==> config.mk <==
export PLATFORM = sky130hd
export DESIGN_NAME = pe_traffic_gen_flat
export DESIGN_NICKNAME = d
export VERILOG_FILES = /design/src/rtl/pe_traffic_gen_if.sv /design/src/rtl/pe_traffic_gen.sv /design/src/flat_wrapper.sv
export SDC_FILE = /design/constraint.sdc
export NUM_CORES = 1
export LEC_CHECK = 0
export CELL_PAD_IN_SITES_DETAIL_PLACEMENT = 0
export CELL_PAD_IN_SITES_GLOBAL_PLACEMENT = 2
export CORE_UTILIZATION = 31
export CTS_BUF_LIST = sky130_fd_sc_hd__clkbuf_16
export CTS_CLUSTER_SIZE = 40
export DETAILED_ROUTE_END_ITERATION = 8
export PLACE_DENSITY_LB_ADDON = 0.1
export RECOVER_POWER = 25
export SKIP_LAST_GASP = 1
export SYNTH_ARGS = -nofsm -noshare
export SYNTH_HDL_FRONTEND = slang
export SYNTH_SLANG_ARGS = --single-unit
==> constraint.sdc <==
create_clock -name clk -period 3.2 [get_ports clk]
set_input_delay 0.96 -clock clk [delete_from_list [all_inputs] [get_ports clk]]
set_output_delay 0.96 -clock clk [all_outputs]
set_load 0.01 [all_outputs]
==> src/rtl/pe_traffic_gen_if.sv <==
// Local-port bundle between a processing element and its router.
// The master side is the PE. The slave side is the router.
interface pe_traffic_gen_if #(
    parameter int unsigned TOTAL_WIDTH = 36
);
    logic [TOTAL_WIDTH-1:0] o_data;
    logic                   o_data_valid;
    logic                   i_data_ready;
    logic [TOTAL_WIDTH-1:0] i_data;
    logic                   i_data_valid;
    logic                   o_data_ready;

    modport master (
        output o_data, o_data_valid, o_data_ready,
        input  i_data_ready, i_data, i_data_valid
    );

    modport slave (
        input  o_data, o_data_valid, o_data_ready,
        output i_data_ready, i_data, i_data_valid
    );
endinterface

==> src/rtl/pe_traffic_gen.sv <==
// NoC processing-element endpoint. It injects a programmed burst of packets toward the router.
// It also sinks, counts and checks every packet that arrives from the router.
//
// state  | meaning
// S_IDLE | waiting for the first i_start after reset
// S_SEND | packet presented with valid high, waiting for the router to accept it
// S_GAP  | idle cycles between an accepted packet and the next one
// S_DONE | run complete, o_done high, i_start starts a new run
module pe_traffic_gen #(
    parameter int unsigned ADDRESS       = 0,
    parameter int unsigned NUM_PE        = 16,
    parameter int unsigned ADDRESS_WIDTH = 4,
    parameter int unsigned DATA_WIDTH    = 32,
    parameter int unsigned TOTAL_WIDTH   = 36,
    parameter int unsigned PKT_LIMIT     = 100,
    parameter int unsigned INJ_GAP       = 0,
    parameter logic [15:0] LFSR_SEED     = 16'hACE1,
    parameter int unsigned CNT_WIDTH     = 16
) (
    input  logic                     clk,
    input  logic                     rst,
    input  logic                     i_start,
    input  logic [1:0]               i_mode,
    input  logic [ADDRESS_WIDTH-1:0] i_dest,
    pe_traffic_gen_if.master         noc,
    output logic                     o_done,
    output logic [CNT_WIDTH-1:0]     o_sent_count,
    output logic [CNT_WIDTH-1:0]     o_recv_count,
    output logic [CNT_WIDTH-1:0]     o_err_count
);

    localparam int unsigned SEQ_W = (PKT_LIMIT == 0) ? 1 : $clog2(PKT_LIMIT + 1);
    localparam int unsigned GAP_W = (INJ_GAP == 0) ? 1 : $clog2(INJ_GAP + 1);

    localparam logic [15:0]              SEED_MIX  = LFSR_SEED ^ 16'(ADDRESS);
    // An all-zero Galois LFSR locks up, so that one seed value is replaced.
    localparam logic [15:0]              LFSR_INIT = (SEED_MIX == 16'h0000) ? 16'h0001 : SEED_MIX;
    localparam logic [ADDRESS_WIDTH-1:0] ADDR_HDR  = ADDRESS_WIDTH'(ADDRESS);
    localparam logic [ADDRESS_WIDTH-1:0] NEIGH_HDR = ADDRESS_WIDTH'((ADDRESS + 1) % NUM_PE);
    localparam logic [DATA_WIDTH-1:0]    PAY_BASE  = DATA_WIDTH'(PKT_LIMIT * ADDRESS);
    localparam logic [SEQ_W-1:0]         SEQ_LAST  = SEQ_W'(PKT_LIMIT);

    typedef enum logic [1:0] {S_IDLE, S_SEND, S_GAP, S_DONE} state_t;

    state_t                 state_q, state_d;
    logic [TOTAL_WIDTH-1:0] data_q, data_d;
    logic                   valid_q, valid_d;
    logic                   done_q, done_d;
    logic [CNT_WIDTH-1:0]   sent_q, sent_d;
    logic [CNT_WIDTH-1:0]   recv_q, recv_d;
    logic [CNT_WIDTH-1:0]   err_q, err_d;
    logic [SEQ_W-1:0]       seq_q, seq_d;
    logic [15:0]            lfsr_q, lfsr_d;
    logic [GAP_W-1:0]       gap_q, gap_d;
    logic                   accept;
    logic                   unused_payload;

    function automatic logic [15:0] lfsr_step(input logic [15:0] v);
        return v[0] ? ((v >> 1) ^ 16'hB400) : (v >> 1);
    endfunction

    function automatic logic [CNT_WIDTH-1:0] sat_inc(input logic [CNT_WIDTH-1:0] v);
        return (&v) ? v : v + CNT_WIDTH'(1);
    endfunction

    function automatic logic [TOTAL_WIDTH-1:0] form_pkt(
        input logic [SEQ_W-1:0]         seq,
        input logic [15:0]              lfsr,
        input logic [1:0]               mode,
        input logic [ADDRESS_WIDTH-1:0] dest
    );
        logic [ADDRESS_WIDTH-1:0] hdr;
        case (mode)
            2'd1:    hdr = dest;
            2'd2:    hdr = NEIGH_HDR;
            default: hdr = ADDRESS_WIDTH'(lfsr % 16'(NUM_PE));
        endcase
        return TOTAL_WIDTH'({hdr, PAY_BASE + DATA_WIDTH'(seq)});
    endfunction

    assign accept = valid_q && noc.i_data_ready;

    always_comb begin
        state_d = state_q;
        data_d  = data_q;
        valid_d = valid_q;
        sent_d  = sent_q;
        recv_d  = recv_q;
        err_d   = err_q;
        seq_d   = seq_q;
        lfsr_d  = lfsr_q;
        gap_d   = gap_q;

        case (state_q)
            S_IDLE, S_DONE: begin
                if (i_start) begin
                    sent_d = '0;
                    seq_d  = '0;
                    if (PKT_LIMIT == 0) begin
                        state_d = S_DONE;
                    end else begin
                        state_d = S_SEND;
                        valid_d = 1'b1;
                        data_d  = form_pkt('0, lfsr_q, i_mode, i_dest);
                    end
                end
            end
            S_SEND: begin
                if (accept) begin
                    sent_d = sat_inc(sent_q);
                    seq_d  = seq_q + SEQ_W'(1);
                    lfsr_d = lfsr_step(lfsr_q);
                    if (seq_d == SEQ_LAST) begin
                        state_d = S_DONE;
                        valid_d = 1'b0;
                    end else if (INJ_GAP == 0) begin
                        data_d = form_pkt(seq_d, lfsr_d, i_mode, i_dest);
                    end else begin
                        state_d = S_GAP;
                        valid_d = 1'b0;
                        gap_d   = GAP_W'(INJ_GAP);
                    end
                end
            end
            S_GAP: begin
                if (gap_q == GAP_W'(1)) begin
                    state_d = S_SEND;
                    valid_d = 1'b1;
                    data_d  = form_pkt(seq_q, lfsr_q, i_mode, i_dest);
                end else begin
                    gap_d = gap_q - GAP_W'(1);
                end
            end
            default: state_d = S_IDLE;
        endcase

        done_d = (state_d == S_DONE);

        // The receive path runs independently of the transmit state machine.
        if (noc.i_data_valid) begin
            recv_d = sat_inc(recv_q);
            if (noc.i_data[DATA_WIDTH +: ADDRESS_WIDTH] != ADDR_HDR) begin
                err_d = sat_inc(err_q);
            end
        end
    end

    always_ff @(posedge clk or negedge rst) begin
        if (!rst) begin
            state_q <= S_IDLE;
            data_q  <= '0;
            valid_q <= 1'b0;
            done_q  <= 1'b0;
            sent_q  <= '0;
            recv_q  <= '0;
            err_q   <= '0;
            seq_q   <= '0;
            lfsr_q  <= LFSR_INIT;
            gap_q   <= '0;
        end else begin
            state_q <= state_d;
            data_q  <= data_d;
            valid_q <= valid_d;
            done_q  <= done_d;
            sent_q  <= sent_d;
            recv_q  <= recv_d;
            err_q   <= err_d;
            seq_q   <= seq_d;
            lfsr_q  <= lfsr_d;
            gap_q   <= gap_d;
        end
    end

    assign noc.o_data       = data_q;
    assign noc.o_data_valid = valid_q;
    assign noc.o_data_ready = 1'b1;
    assign o_done           = done_q;
    assign o_sent_count     = sent_q;
    assign o_recv_count     = recv_q;
    assign o_err_count      = err_q;

    assign unused_payload = ^noc.i_data[DATA_WIDTH-1:0];

endmodule

==> src/flat_wrapper.sv <==
// flat-port wrapper written by rule: the top's interface ports become plain ports
module pe_traffic_gen_flat 
#(
    parameter int unsigned ADDRESS       = 0,
    parameter int unsigned NUM_PE        = 16,
    parameter int unsigned ADDRESS_WIDTH = 4,
    parameter int unsigned DATA_WIDTH    = 32,
    parameter int unsigned TOTAL_WIDTH   = 36,
    parameter int unsigned PKT_LIMIT     = 100,
    parameter int unsigned INJ_GAP       = 0,
    parameter logic [15:0] LFSR_SEED     = 16'hACE1,
    parameter int unsigned CNT_WIDTH     = 16
)
  (clk, rst, i_start, i_mode, i_dest, o_done, o_sent_count, o_recv_count, o_err_count, noc_o_data, noc_o_data_valid, noc_o_data_ready, noc_i_data_ready, noc_i_data, noc_i_data_valid);
  pe_traffic_gen_if #(.TOTAL_WIDTH(TOTAL_WIDTH)) noc_i ();
  input  logic clk;
  input  logic rst;
  input  logic i_start;
  input  logic [1:0] i_mode;
  input  logic [ADDRESS_WIDTH-1:0] i_dest;
  output logic o_done;
  output logic [CNT_WIDTH-1:0] o_sent_count;
  output logic [CNT_WIDTH-1:0] o_recv_count;
  output logic [CNT_WIDTH-1:0] o_err_count;
  output wire logic [$bits(noc_i.o_data)-1:0] noc_o_data;
  output wire logic [$bits(noc_i.o_data_valid)-1:0] noc_o_data_valid;
  output wire logic [$bits(noc_i.o_data_ready)-1:0] noc_o_data_ready;
  input wire logic [$bits(noc_i.i_data_ready)-1:0] noc_i_data_ready;
  input wire logic [$bits(noc_i.i_data)-1:0] noc_i_data;
  input wire logic [$bits(noc_i.i_data_valid)-1:0] noc_i_data_valid;
  assign noc_o_data = noc_i.o_data;
  assign noc_o_data_valid = noc_i.o_data_valid;
  assign noc_o_data_ready = noc_i.o_data_ready;
  assign noc_i.i_data_ready = noc_i_data_ready;
  assign noc_i.i_data = noc_i_data;
  assign noc_i.i_data_valid = noc_i_data_valid;
  pe_traffic_gen #(.ADDRESS(ADDRESS), .NUM_PE(NUM_PE), .ADDRESS_WIDTH(ADDRESS_WIDTH), .DATA_WIDTH(DATA_WIDTH), .TOTAL_WIDTH(TOTAL_WIDTH), .PKT_LIMIT(PKT_LIMIT), .INJ_GAP(INJ_GAP), .LFSR_SEED(LFSR_SEED), .CNT_WIDTH(CNT_WIDTH)) u_core (.clk(clk), .rst(rst), .i_start(i_start), .i_mode(i_mode), .i_dest(i_dest), .noc(noc_i), .o_done(o_done), .o_sent_count(o_sent_count), .o_recv_count(o_recv_count), .o_err_count(o_err_count));
endmodule
## Word level (Yosys, flattened, before mapping)

Cells that the tools add are included.

| word-level totals | value |
|---|---|
| flip-flop bits (word level) | 112 |
| output and inout port bits | 87 |
| word-level logic and storage cells | 72 |

| cells by class | value |
|---|---|
| add/sub/neg operators | 5 |
| equality and inequality tests | 13 |
| multiplexer cells | 26 |
| bitwise gates (word level) | 3 |
| reduce and logical (&&, ||, !) cells | 15 |

Operator list:

| cell | count |
|---|---|
| 36-bit 2-to-1 mux | 4 |
| 36-bit case mux with 3 select lines | 1 |
| 16-bit 2-to-1 mux | 4 |
| 16-bit by 1-bit adder with 16-bit output, second input constant | 3 |
| 16-bit AND reduction | 3 |
| 16-bit case mux with 2 select lines | 1 |
| 4-bit case mux with 2 select lines | 2 |
| 7-bit 2-to-1 mux | 2 |
| 7-bit case mux with 2 select lines | 1 |
| 4-bit AND reduction | 3 |
| 2-bit equality test, second input constant | 4 |
| 2-bit 2-to-1 mux | 4 |
| 7-bit by 1-bit adder with 7-bit output, second input constant | 1 |
| 7-bit equality test, second input constant | 1 |
| 2-bit by 1-bit inequality test with 1-bit output, second input constant | 3 |
| 2-bit inequality test, second input constant | 3 |
| 2-bit case mux with 3 select lines | 1 |
| 3-bit AND reduction | 2 |
| 1-bit 2-to-1 mux | 5 |
| 2-bit by 1-bit equality test with 1-bit output, second input constant | 2 |
| 3-bit NOT with 4-bit output | 1 |
| 2-bit AND reduction | 2 |
| 4-bit nonzero test | 1 |
| 1-bit case mux with 3 select lines | 1 |
| other kinds (6) | 7 |

## Depth between registers and ports, before layout

Gate-level depths: netlist (run 1).

| depth | value |
|---|---|
| depth in word-level cells | 6 |
| gate-level depth with buffers | 10 |
| gate-level depth less buffers | 7 |

## Worst setup path before layout (run 1)

No wires, ideal clock.

| timing path | value |
|---|---|
| path kind | input port to flip-flop |
| start point | in i_start |
| end point | reg u_core.data_q[0] (netlist: u_core.noc.o_data[0]) |
| arrival | 2.156 ns |
| data required time | 3.075 ns |
| path slack | 0.919 ns |
| stages | 6 |
| path buffers | 1 |
| path through | nor2b_1 -> buf_6 -> nor2_2 -> a21oi_2 -> nor2_2 -> mux2_2 |

| on the way | value |
|---|---|
| cells in the longest elaborated chain, start to end | 2 |

RTL lines:

| what | line | text |
|---|---|---|
| from (decl) | flat_wrapper.sv:18 | `input logic i_start;` |
| 2-bit inequality test (no line) | n/a |  |
| 4-bit AND reduction (no line) | n/a |  |
| to (signal assigned) | pe_traffic_gen.sv:162 | `data_q <= data_d;` |
| to (decl) | pe_traffic_gen.sv:46 | `logic [TOTAL_WIDTH-1:0] data_q, data_d;` |

Every way passes these cells.
A chain may end at the register's enable or synchronous reset.

## Worst setup path in the final report (run 1)

| timing path | value |
|---|---|
| start point | in i_start |
| end point | reg u_core.sent_q[12] (netlist: u_core.o_sent_count[12]) |

| on the way | value |
|---|---|
| cells in the longest elaborated chain, start to end | 2 |

RTL lines:

| what | line | text |
|---|---|---|
| 2-bit inequality test (no line) | n/a |  |
| 4-bit AND reduction (no line) | n/a |  |
| to (signal assigned) | pe_traffic_gen.sv:165 | `sent_q <= sent_d;` |
| to (decl) | pe_traffic_gen.sv:49 | `logic [CNT_WIDTH-1:0] sent_q, sent_d;` |

Every way passes these cells.

==> run_summary.xml, run 1 <==
<?xml version="1.0" encoding="UTF-8"?>
<metrics>
  <group name="outcome">
    <metric name="run_status" unit="">complete, but fails checks</metric>
    <metric name="violated_checks" unit="">max-capacitance violations, max-slew violations</metric>
  </group>
  <group name="synthesis">
    <metric name="leading_cell_type_by_number_of_instances_after_synthesis" unit="">sky130_fd_sc_hd__dfrtp_1</metric>
    <metric name="ffs_latches_synth" unit="">87</metric>
    <metric name="synth_top_area_cell" unit="">sky130_fd_sc_hd__dfrtp_1</metric>
    <metric name="synth_cell_types" unit="">56</metric>
    <metric name="synthCells" unit="">454</metric>
    <metric name="synth.top_cells.by_area" unit="">sky130_fd_sc_hd__dfrtp_1 43%, sky130_fd_sc_hd__mux2_2 5.9%, sky130_fd_sc_hd__dfstp_2 4.6%</metric>
    <metric name="synth_top_area_share" unit="">0.428</metric>
    <metric name="synth_warnings" unit="">0</metric>
    <metric name="synth-seq-area-share" unit="">0.474</metric>
    <metric name="synth-edff-count" unit="">0</metric>
    <metric name="synth-main-ff-cell" unit="">sky130_fd_sc_hd__dfrtp_1</metric>
    <metric name="async_reset_ff_frac" unit="">1.00</metric>
    <metric name="syn-cell-area" unit="µm²">4610</metric>
    <metric name="syn_area_per_cell" unit="µm²">10.2</metric>
    <metric name="synth.top_cells.by_count" unit="">79 x sky130_fd_sc_hd__dfrtp_1, 47 x sky130_fd_sc_hd__nand2_1, 26 x sky130_fd_sc_hd__buf_4</metric>
  </group>
  <group name="layout">
    <metric name="layout.cells.non_filler" unit="">723</metric>
    <metric name="antennaDiodeCount" unit="">0</metric>
    <metric name="fraction_of_final_layout_cells_with_drive_strength_greater_than_1" unit="">0.132</metric>
    <metric name="final_core_utilization" unit="">0.401</metric>
    <metric name="finalNetCount" unit="">589</metric>
    <metric name="areaGrowthSynthToFinish" unit="%">26.3</metric>
    <metric name="fin_area" unit="µm²">5830</metric>
  </group>
  <group name="routing">
    <metric name="total_drc_errors_in_the_routed_layout" unit="">0</metric>
    <metric name="initialDrtViolationCount" unit="">138</metric>
    <metric name="totalWireLength" unit="µm">10800</metric>
    <metric name="via_per_inst" unit="">4.91</metric>
    <metric name="first_pass_iters" unit="">4</metric>
    <metric name="antenna_violating_nets_post_route" unit="">0</metric>
    <metric name="post_drt_wl_per_cell" unit="µm">15.0</metric>
    <metric name="total_vias_in_the_final_route" unit="">3549</metric>
  </group>
  <group name="clock_network">
    <metric name="clock_tree.buffer_depth" unit="">2</metric>
    <metric name="cts.clk_slew.worst_paths" unit="ps">60</metric>
    <metric name="cts_inserted_buffers" unit="">9</metric>
    <metric name="cts.sink_count" unit="">87</metric>
    <metric name="post_cts_resized" unit="">0</metric>
    <metric name="cts.htree.levels" unit="">3</metric>
    <metric name="worst_skew_pair.late_latency" unit="ps">350</metric>
    <metric name="cts_hold_buffers" unit="">0</metric>
    <metric name="cts.root.buffer_cell" unit="">sky130_fd_sc_hd__clkbuf_16</metric>
    <metric name="cts_tree" unit="">done</metric>
    <metric name="cts.repair_timing.setup_buffer_count" unit="">0</metric>
  </group>
  <group name="place">
    <metric name="place_hpwl" unit="µm">7460</metric>
    <metric name="placed_cells_incl_taps" unit="">707</metric>
    <metric name="dp_slack" unit="ps">248</metric>
    <metric name="place.port_buffers" unit="">75</metric>
    <metric name="place_congestion" unit="">0.722</metric>
    <metric name="placed_instance_area" unit="µm²">5530</metric>
  </group>
  <group name="critical_path">
    <metric name="critPathLaunchType" unit="">primary input</metric>
    <metric name="critical-path-slowest-cell" unit="">sky130_fd_sc_hd__clkdlybuf4s50_1</metric>
    <metric name="worst_setup_path_end_kind" unit="">register</metric>
    <metric name="r2r.worst_path.cells" unit="">7</metric>
    <metric name="worst-setup-path-type" unit="">in -&gt; reg</metric>
    <metric name="kind_of_cell_adding_the_most_delay_to_the_critical_path" unit="">simple AND/OR/NAND/NOR gates</metric>
    <metric name="critPathMaxFanout" unit="">7</metric>
    <metric name="timing.rr.start" unit="">u_core.state_q[0]</metric>
    <metric name="worstSetupEndpoint" unit="">u_core.o_sent_count[12]</metric>
    <metric name="cp_cell_sequence" unit="">clkdlybuf4s50_1 &gt; nor2b_1 &gt; or3_1 &gt; nor4_1 &gt; xnor2_1 &gt; nor2_1</metric>
    <metric name="path_depth" unit="">6</metric>
    <metric name="worstReg2RegEnd" unit="">u_core.noc.o_data[5]</metric>
    <metric name="slowest_delay" unit="ps">540</metric>
    <metric name="reg2reg_slack" unit="ps">910</metric>
    <metric name="timing.critical_path.required" unit="ps">3390</metric>
    <metric name="critical_path_arrival" unit="ps">2770</metric>
    <metric name="crit_path_start" unit="">i_start</metric>
    <metric name="critPathBufInv" unit="">1</metric>
  </group>
  <group name="power_and_ir_drop">
    <metric name="internal_power" unit="mW">2.55</metric>
    <metric name="share_seq_of_total_power" unit="">0.420</metric>
    <metric name="power.share.combinational" unit="">0.281</metric>
    <metric name="switching_power_as_a_share_of_total_power" unit="">0.313</metric>
    <metric name="total_leakage_power" unit="nW">2.57</metric>
    <metric name="total_power" unit="mW">3.71</metric>
    <metric name="ir_drop" unit="mV">0.337</metric>
    <metric name="power_switching" unit="mW">1.16</metric>
    <metric name="powerDensity" unit="nW/µm²">636</metric>
    <metric name="share_clk_of_total_power" unit="">0.300</metric>
  </group>
  <group name="timing">
    <metric name="final-hold-violation-count" unit="">0</metric>
    <metric name="timing_worst_slew_pin_value" unit="ps">1840</metric>
    <metric name="tns" unit="ps">0</metric>
    <metric name="unrepaired_setup_endpoints_after_global_routing" unit="">false</metric>
    <metric name="clock_skew" unit="ps">8.05</metric>
    <metric name="timing_max_transition_violations_final" unit="">31</metric>
    <metric name="timing.final.crit_period" unit="ps">2580</metric>
    <metric name="fin_crit_sh" unit="">0.806</metric>
    <metric name="layout_setup_ws" unit="ps">620</metric>
    <metric name="setup_viol_count_final" unit="">0</metric>
    <metric name="fmaxAchievable" unit="MHz">388</metric>
    <metric name="relSlewSlack" unit="">-0.224</metric>
    <metric name="final.hold.worst_slack" unit="ps">482</metric>
  </group>
  <group name="global_route">
    <metric name="grt_first_pass_wirelength" unit="µm">17900</metric>
    <metric name="first_global_vias" unit="">3475</metric>
    <metric name="globalRouteMet2Util" unit="">0.232</metric>
    <metric name="grt.met3_usage" unit="">0.0357</metric>
    <metric name="track_usage" unit="">0.153</metric>
    <metric name="grt_util_met1" unit="">0.207</metric>
    <metric name="largest_net_degree_at_the_start_of_global_routing" unit="">37</metric>
    <metric name="grt.overflow.total" unit="">0</metric>
    <metric name="antenna_violations_before_repair" unit="">0</metric>
    <metric name="gr-max-usage-layer" unit="">met2</metric>
  </group>
  <group name="die">
    <metric name="die_area" unit="µm²">15400</metric>
    <metric name="die-height" unit="µm">124</metric>
    <metric name="initial_core_util" unit="">0.317</metric>
    <metric name="floorplan.rows" unit="">44</metric>
    <metric name="io_pins" unit="">134</metric>
    <metric name="core-area" unit="µm²">14500</metric>
    <metric name="die_width" unit="µm">124</metric>
  </group>
  <group name="worst_hold_path">
    <metric name="worstHoldPathType" unit="">reg -&gt; reg</metric>
  </group>
  <group name="job">
    <metric name="drv.max_cap_violation_count" unit="">1</metric>
  </group>
</metrics>
-- power by group through the flow --
stage | clock (mW) | sequential, mW | combinational, mW
global route | 1.21 | 1.61 | 1.16
finish | 1.11 | 1.56 | 1.04
floorplan | 0 | 1.58 | 0.539
detailed placement | 0 | 1.57 | 1.05
CTS | 1.16 | 1.56 | 1.06
global placement | 0 | 1.57 | 1.04
-- layer usage --
metal,part of all wire,up-vias
met3,0.038,12
met2,0.46,77
met4,0.018,0
met5,0,-
li1,-,1738
met1,0.48,1722
-- flip-flops by register name (all words and copies together) (netlist names) --
register / flops
u_core.gap_q: 1
u_core.o_recv_count: 16
u_core.o_err_count: 16
u_core.lfsr_q: 16
u_core.seq_q: 7
u_core.noc.o_data_valid: 1
u_core.o_done: 1
u_core.o_sent_count: 16
u_core.noc.o_data: 11
u_core.state_q: 2
-- layout make-up --
| class | instances | area, µm² |
|---|---|---|
| tap | 184 | 230 |
| clock inverter | 7 | 81.3 |
| clock buffer | 9 | 225 |
| sequential | 87 | 2190 |
| inverter | 9 | 33.8 |
| multi-input combinational | 338 | 2210 |
| fill | 1476 | 8710 |
| timing repair buffer | 89 | 862 |
-- placed cells by master, fill, tap and decap left out, types with 14 or more instances in the layout --
cell type                         synthesis  final
sky130_fd_sc_hd__o21ai_0                 22     22
sky130_fd_sc_hd__mux2_2                  24     24
sky130_fd_sc_hd__nand2_1                 47     47
sky130_fd_sc_hd__dfrtp_1                 79     79
sky130_fd_sc_hd__clkdlybuf4s50_1          0     74
sky130_fd_sc_hd__xnor2_1                 19     19
sky130_fd_sc_hd__a21oi_1                 14     14
sky130_fd_sc_hd__conb_1                   2     26
sky130_fd_sc_hd__nor2_1                  22     22
sky130_fd_sc_hd__nand3_1                 24     24
-- worst min-delay path, delay by kind of cell, from the launching register on --
family,cells,cell delay (ps)
AO/OA/AOI/OAI,1,70
AND/OR/NAND/NOR,1,40
flip-flops,1,370
-- cells by family (layout without fill, tap and decap cells) --
logic type	count (synthesis)	in the layout	share of synthesized area
XOR/XNOR	32	32	0.0607
AND/OR/NAND/NOR	161	161	0.180
flip-flops	87	87	0.474
AO/OA/AOI/OAI	84	84	0.130
adder cells (fa/ha/maj)	8	8	0.0217
buffers and inverters	53	114	0.0670
other	2	26	0.00163
multiplexers	27	27	0.0651
-- how the worst min path moves through the flow --
stage                             end              start  cells after the start
global route        u_core.lfsr_q[10]  u_core.lfsr_q[10]                      2
finish              u_core.lfsr_q[10]  u_core.lfsr_q[10]                      2
floorplan           u_core.lfsr_q[12]  u_core.lfsr_q[12]                      2
detailed placement  u_core.lfsr_q[10]  u_core.lfsr_q[10]                      2
CTS                 u_core.lfsr_q[10]  u_core.lfsr_q[10]                      2
global placement    u_core.lfsr_q[12]  u_core.lfsr_q[12]                      2
Power figures use the tool's default switching activity.
==> run 2, diff against run 1 <==
Settings changed: CORE_UTILIZATION 31 to 26.
Clock period 3.2 ns to 2.1 ns, I/O delays scaled along.
==> run_summary.xml, run 2 (synthesized netlist as in run 1, its figures left out) <==
<?xml version="1.0" encoding="UTF-8"?>
<metrics>
  <group name="outcome">
    <metric name="run_status" unit="">finished, final reports clean</metric>
  </group>
  <group name="clock_network">
    <metric name="cts.htree.levels" unit="">3</metric>
    <metric name="cts.root.buffer_cell" unit="">sky130_fd_sc_hd__clkbuf_16</metric>
    <metric name="worst_skew_pair.late_latency" unit="ps">340</metric>
    <metric name="cts.sink_count" unit="">87</metric>
    <metric name="cts.clk_slew.worst_paths" unit="ps">70</metric>
    <metric name="cts_tree" unit="">done</metric>
    <metric name="cts_hold_buffers" unit="">0</metric>
    <metric name="cts_inserted_buffers" unit="">9</metric>
    <metric name="clock_tree.buffer_depth" unit="">2</metric>
  </group>
  <group name="routing">
    <metric name="dr_top_layer" unit="">met4</metric>
    <metric name="met3RoutedLength" unit="µm">498</metric>
    <metric name="first_pass_iters" unit="">4</metric>
    <metric name="antenna_violating_nets_post_route" unit="">0</metric>
    <metric name="totalWireLength" unit="µm">11800</metric>
    <metric name="total_vias_in_the_final_route" unit="">3711</metric>
    <metric name="initialDrtViolationCount" unit="">110</metric>
    <metric name="total_drc_errors_in_the_routed_layout" unit="">0</metric>
    <metric name="m1WireLength" unit="µm">5720</metric>
    <metric name="wl_met2" unit="µm">5490</metric>
    <metric name="via_per_inst" unit="">4.56</metric>
    <metric name="post_drt_wl_per_cell" unit="µm">14.6</metric>
  </group>
  <group name="layout">
    <metric name="finalNetCount" unit="">638</metric>
    <metric name="layout_commonest_cell" unit="">sky130_fd_sc_hd__dfrtp_1</metric>
    <metric name="most-common-layout-cells" unit="">78 x sky130_fd_sc_hd__dfrtp_1, 73 x sky130_fd_sc_hd__clkdlybuf4s50_1, 57 x sky130_fd_sc_hd__buf_4</metric>
    <metric name="antennaDiodeCount" unit="">0</metric>
    <metric name="fin_area" unit="µm²">6320</metric>
    <metric name="multiInputGateArea" unit="µm²">2310</metric>
    <metric name="areaGrowthSynthToFinish" unit="%">37.1</metric>
    <metric name="final-seq-area" unit="µm²">2190</metric>
    <metric name="fraction_of_final_layout_cells_with_drive_strength_greater_than_1" unit="">0.236</metric>
    <metric name="layout.filler_cells" unit="">1771</metric>
  </group>
  <group name="die">
    <metric name="die_width" unit="µm">135</metric>
    <metric name="core-area" unit="µm²">17300</metric>
    <metric name="io_pins" unit="">134</metric>
    <metric name="die_area" unit="µm²">18300</metric>
    <metric name="die-height" unit="µm">135</metric>
    <metric name="initial_core_util" unit="">0.267</metric>
    <metric name="floorplan.rows" unit="">48</metric>
  </group>
  <group name="timing">
    <metric name="timing_worst_slew_pin_value" unit="ps">813</metric>
    <metric name="final-hold-violation-count" unit="">0</metric>
    <metric name="timing.final.crit_period" unit="ps">2080</metric>
    <metric name="tns" unit="ps">0</metric>
    <metric name="final.hold.worst_slack" unit="ps">360</metric>
    <metric name="fin_crit_sh" unit="">0.988</metric>
    <metric name="setup_viol_count_final" unit="">0</metric>
    <metric name="fmaxAchievable" unit="MHz">482</metric>
    <metric name="relSlewSlack" unit="">0.458</metric>
    <metric name="timing_max_transition_violations_final" unit="">0</metric>
    <metric name="clock_skew" unit="ps">10.0</metric>
    <metric name="unrepaired_setup_endpoints_after_global_routing" unit="">true</metric>
  </group>
  <group name="power_and_ir_drop">
    <metric name="ir_drop" unit="mV">0.498</metric>
    <metric name="share_clk_of_total_power" unit="">0.277</metric>
    <metric name="internal_power" unit="mW">3.87</metric>
    <metric name="switching_power_as_a_share_of_total_power" unit="">0.321</metric>
    <metric name="total_leakage_power" unit="nW">2.80</metric>
    <metric name="powerDensity" unit="nW/µm²">900</metric>
    <metric name="power_switching" unit="mW">1.83</metric>
    <metric name="power.share.combinational" unit="">0.311</metric>
    <metric name="share_seq_of_total_power" unit="">0.412</metric>
  </group>
  <group name="critical_path">
    <metric name="timing.critical_path.required" unit="ps">2370</metric>
    <metric name="slowest_delay" unit="ps">430</metric>
    <metric name="critPathBufInv" unit="">2</metric>
    <metric name="critical_path_arrival" unit="ps">2350</metric>
    <metric name="critPathMaxFanout" unit="">5</metric>
    <metric name="timing.critical_path.mode_cell" unit="">sky130_fd_sc_hd__buf_6</metric>
    <metric name="reg2reg_slack" unit="ps">20</metric>
    <metric name="worst-setup-path-type" unit="">reg -&gt; reg</metric>
    <metric name="worst_setup_path_end_kind" unit="">register</metric>
    <metric name="cp_cell_sequence" unit="">ha_4 &gt; nor2b_4 &gt; buf_6 &gt; nor3_4 &gt; o211ai_4 &gt; buf_6 &gt; or4_4 &gt; a21oi_2</metric>
    <metric name="kind_of_cell_adding_the_most_delay_to_the_critical_path" unit="">simple AND/OR/NAND/NOR gates</metric>
    <metric name="critical-path-slowest-cell" unit="">sky130_fd_sc_hd__dfrtp_1</metric>
    <metric name="critPathLaunchType" unit="">register</metric>
  </group>
  <group name="place">
    <metric name="place_hpwl" unit="µm">8370</metric>
    <metric name="place_congestion" unit="">0.768</metric>
    <metric name="placed_instance_area" unit="µm²">5910</metric>
    <metric name="place.port_buffers" unit="">75</metric>
  </group>
  <group name="global_route">
    <metric name="grt_first_pass_wirelength" unit="µm">19300</metric>
    <metric name="antenna_violations_before_repair" unit="">0</metric>
    <metric name="first_global_vias" unit="">3711</metric>
    <metric name="track_usage" unit="">0.135</metric>
    <metric name="largest_net_degree_at_the_start_of_global_routing" unit="">29</metric>
    <metric name="grt.overflow.total" unit="">0</metric>
  </group>
  <group name="worst_hold_path">
    <metric name="worstHoldPathType" unit="">in -&gt; async</metric>
  </group>
  <group name="job">
    <metric name="drv.max_cap_violation_count" unit="">0</metric>
  </group>
</metrics>
-- run 2: cell types whose count changed in the layout (fill, tap and decap cells not counted), moves of 3 or more --
cell | previous run | this run
sky130_fd_sc_hd__clkbuf_2 | 0 | 3
sky130_fd_sc_hd__nor4_2 | 0 | 4
sky130_fd_sc_hd__nor4_1 | 5 | 1
sky130_fd_sc_hd__buf_4 | 13 | 57
-- run 2: worst paths after layout --
path | startpoint | end | depth (start not counted)
max in group asynchronous | rst | u_core.lfsr_q[9] | 2
max | u_core.state_q[1] | u_core.o_sent_count[15] | 8
min reg2reg | u_core.lfsr_q[10] | u_core.lfsr_q[10] | 2
min in group clk | u_core.lfsr_q[10] | u_core.lfsr_q[10] | 2
max reg2reg | u_core.state_q[1] | u_core.o_sent_count[15] | 8
min | rst | u_core.state_q[0] | 1
-- run 2: final cells by class --
| cell class | count | area share |
|---|---|---|
| repair buffers | 137 | 0.194 |
| flip-flops and latches | 87 | 0.346 |
| clock buffers | 9 | 0.0356 |
| well taps | 225 | 0.0445 |
| inverters | 9 | 0.00534 |
| multi-input cells | 339 | 0.366 |
| clock inverters | 7 | 0.00910 |
-- run 2: power groups by stage --
| stage | Combinational, mW | Clock [mW] | Sequential (mW) |
|---|---|---|---|
| floorplan | 0.824 | 0 | 2.40 |
| global placement | 1.76 | 0 | 2.38 |
| detailed placement | 1.77 | 0 | 2.37 |
| CTS | 1.79 | 1.66 | 2.35 |
| global route | 1.96 | 1.70 | 2.41 |
| finish | 1.77 | 1.58 | 2.35 |
-- run 2: through the flow --
stage | power, mW | std cells | utilization | worst slack (ps)
floorplan | 3.23 | 478 | - | 38.7
global placement | 4.14 | 787 | 0.342 | -332
detailed placement | 4.14 | 787 | 0.342 | -350
CTS | 5.80 | 808 | 0.362 | 2.05
global route | 6.07 | 813 | 0.366 | -85.3
finish | 5.70 | 813 | 0.366 | 24.2
-- run 2: worst reg2reg max path, cell delays in order (launching register included) --
cell                       delay [ps]
sky130_fd_sc_hd__dfrtp_1          430
sky130_fd_sc_hd__ha_4             270
sky130_fd_sc_hd__nor2b_4          130
sky130_fd_sc_hd__buf_6            120
sky130_fd_sc_hd__nor3_4           210
sky130_fd_sc_hd__o211ai_4         140
sky130_fd_sc_hd__buf_6            140
sky130_fd_sc_hd__or4_4            410
sky130_fd_sc_hd__a21oi_2          140
-- run 2: repair_timing --
action,in CTS,in global routing
endpoints found under the setup margin,10,14
gates cloned,0,1
hold endpoints to repair,0,0
buffers inserted,5,4
pin swaps,5,10
gates resized for setup,9,13
-- run 2: per-layer routing --
layer / vias up / GRT usage
li1: 1834 / -
met3: 9 / 0.0378
met1: 1796 / 0.172
met5: - / 0
met2: 72 / 0.224
met4: 0 / 0.0393
==> run 3, diff against run 2 <==
Settings changed: CTS_CLUSTER_DIAMETER set to 60.
==> results of run 3 <==
Final layout, timing and power as in run 2 (identical DEF).
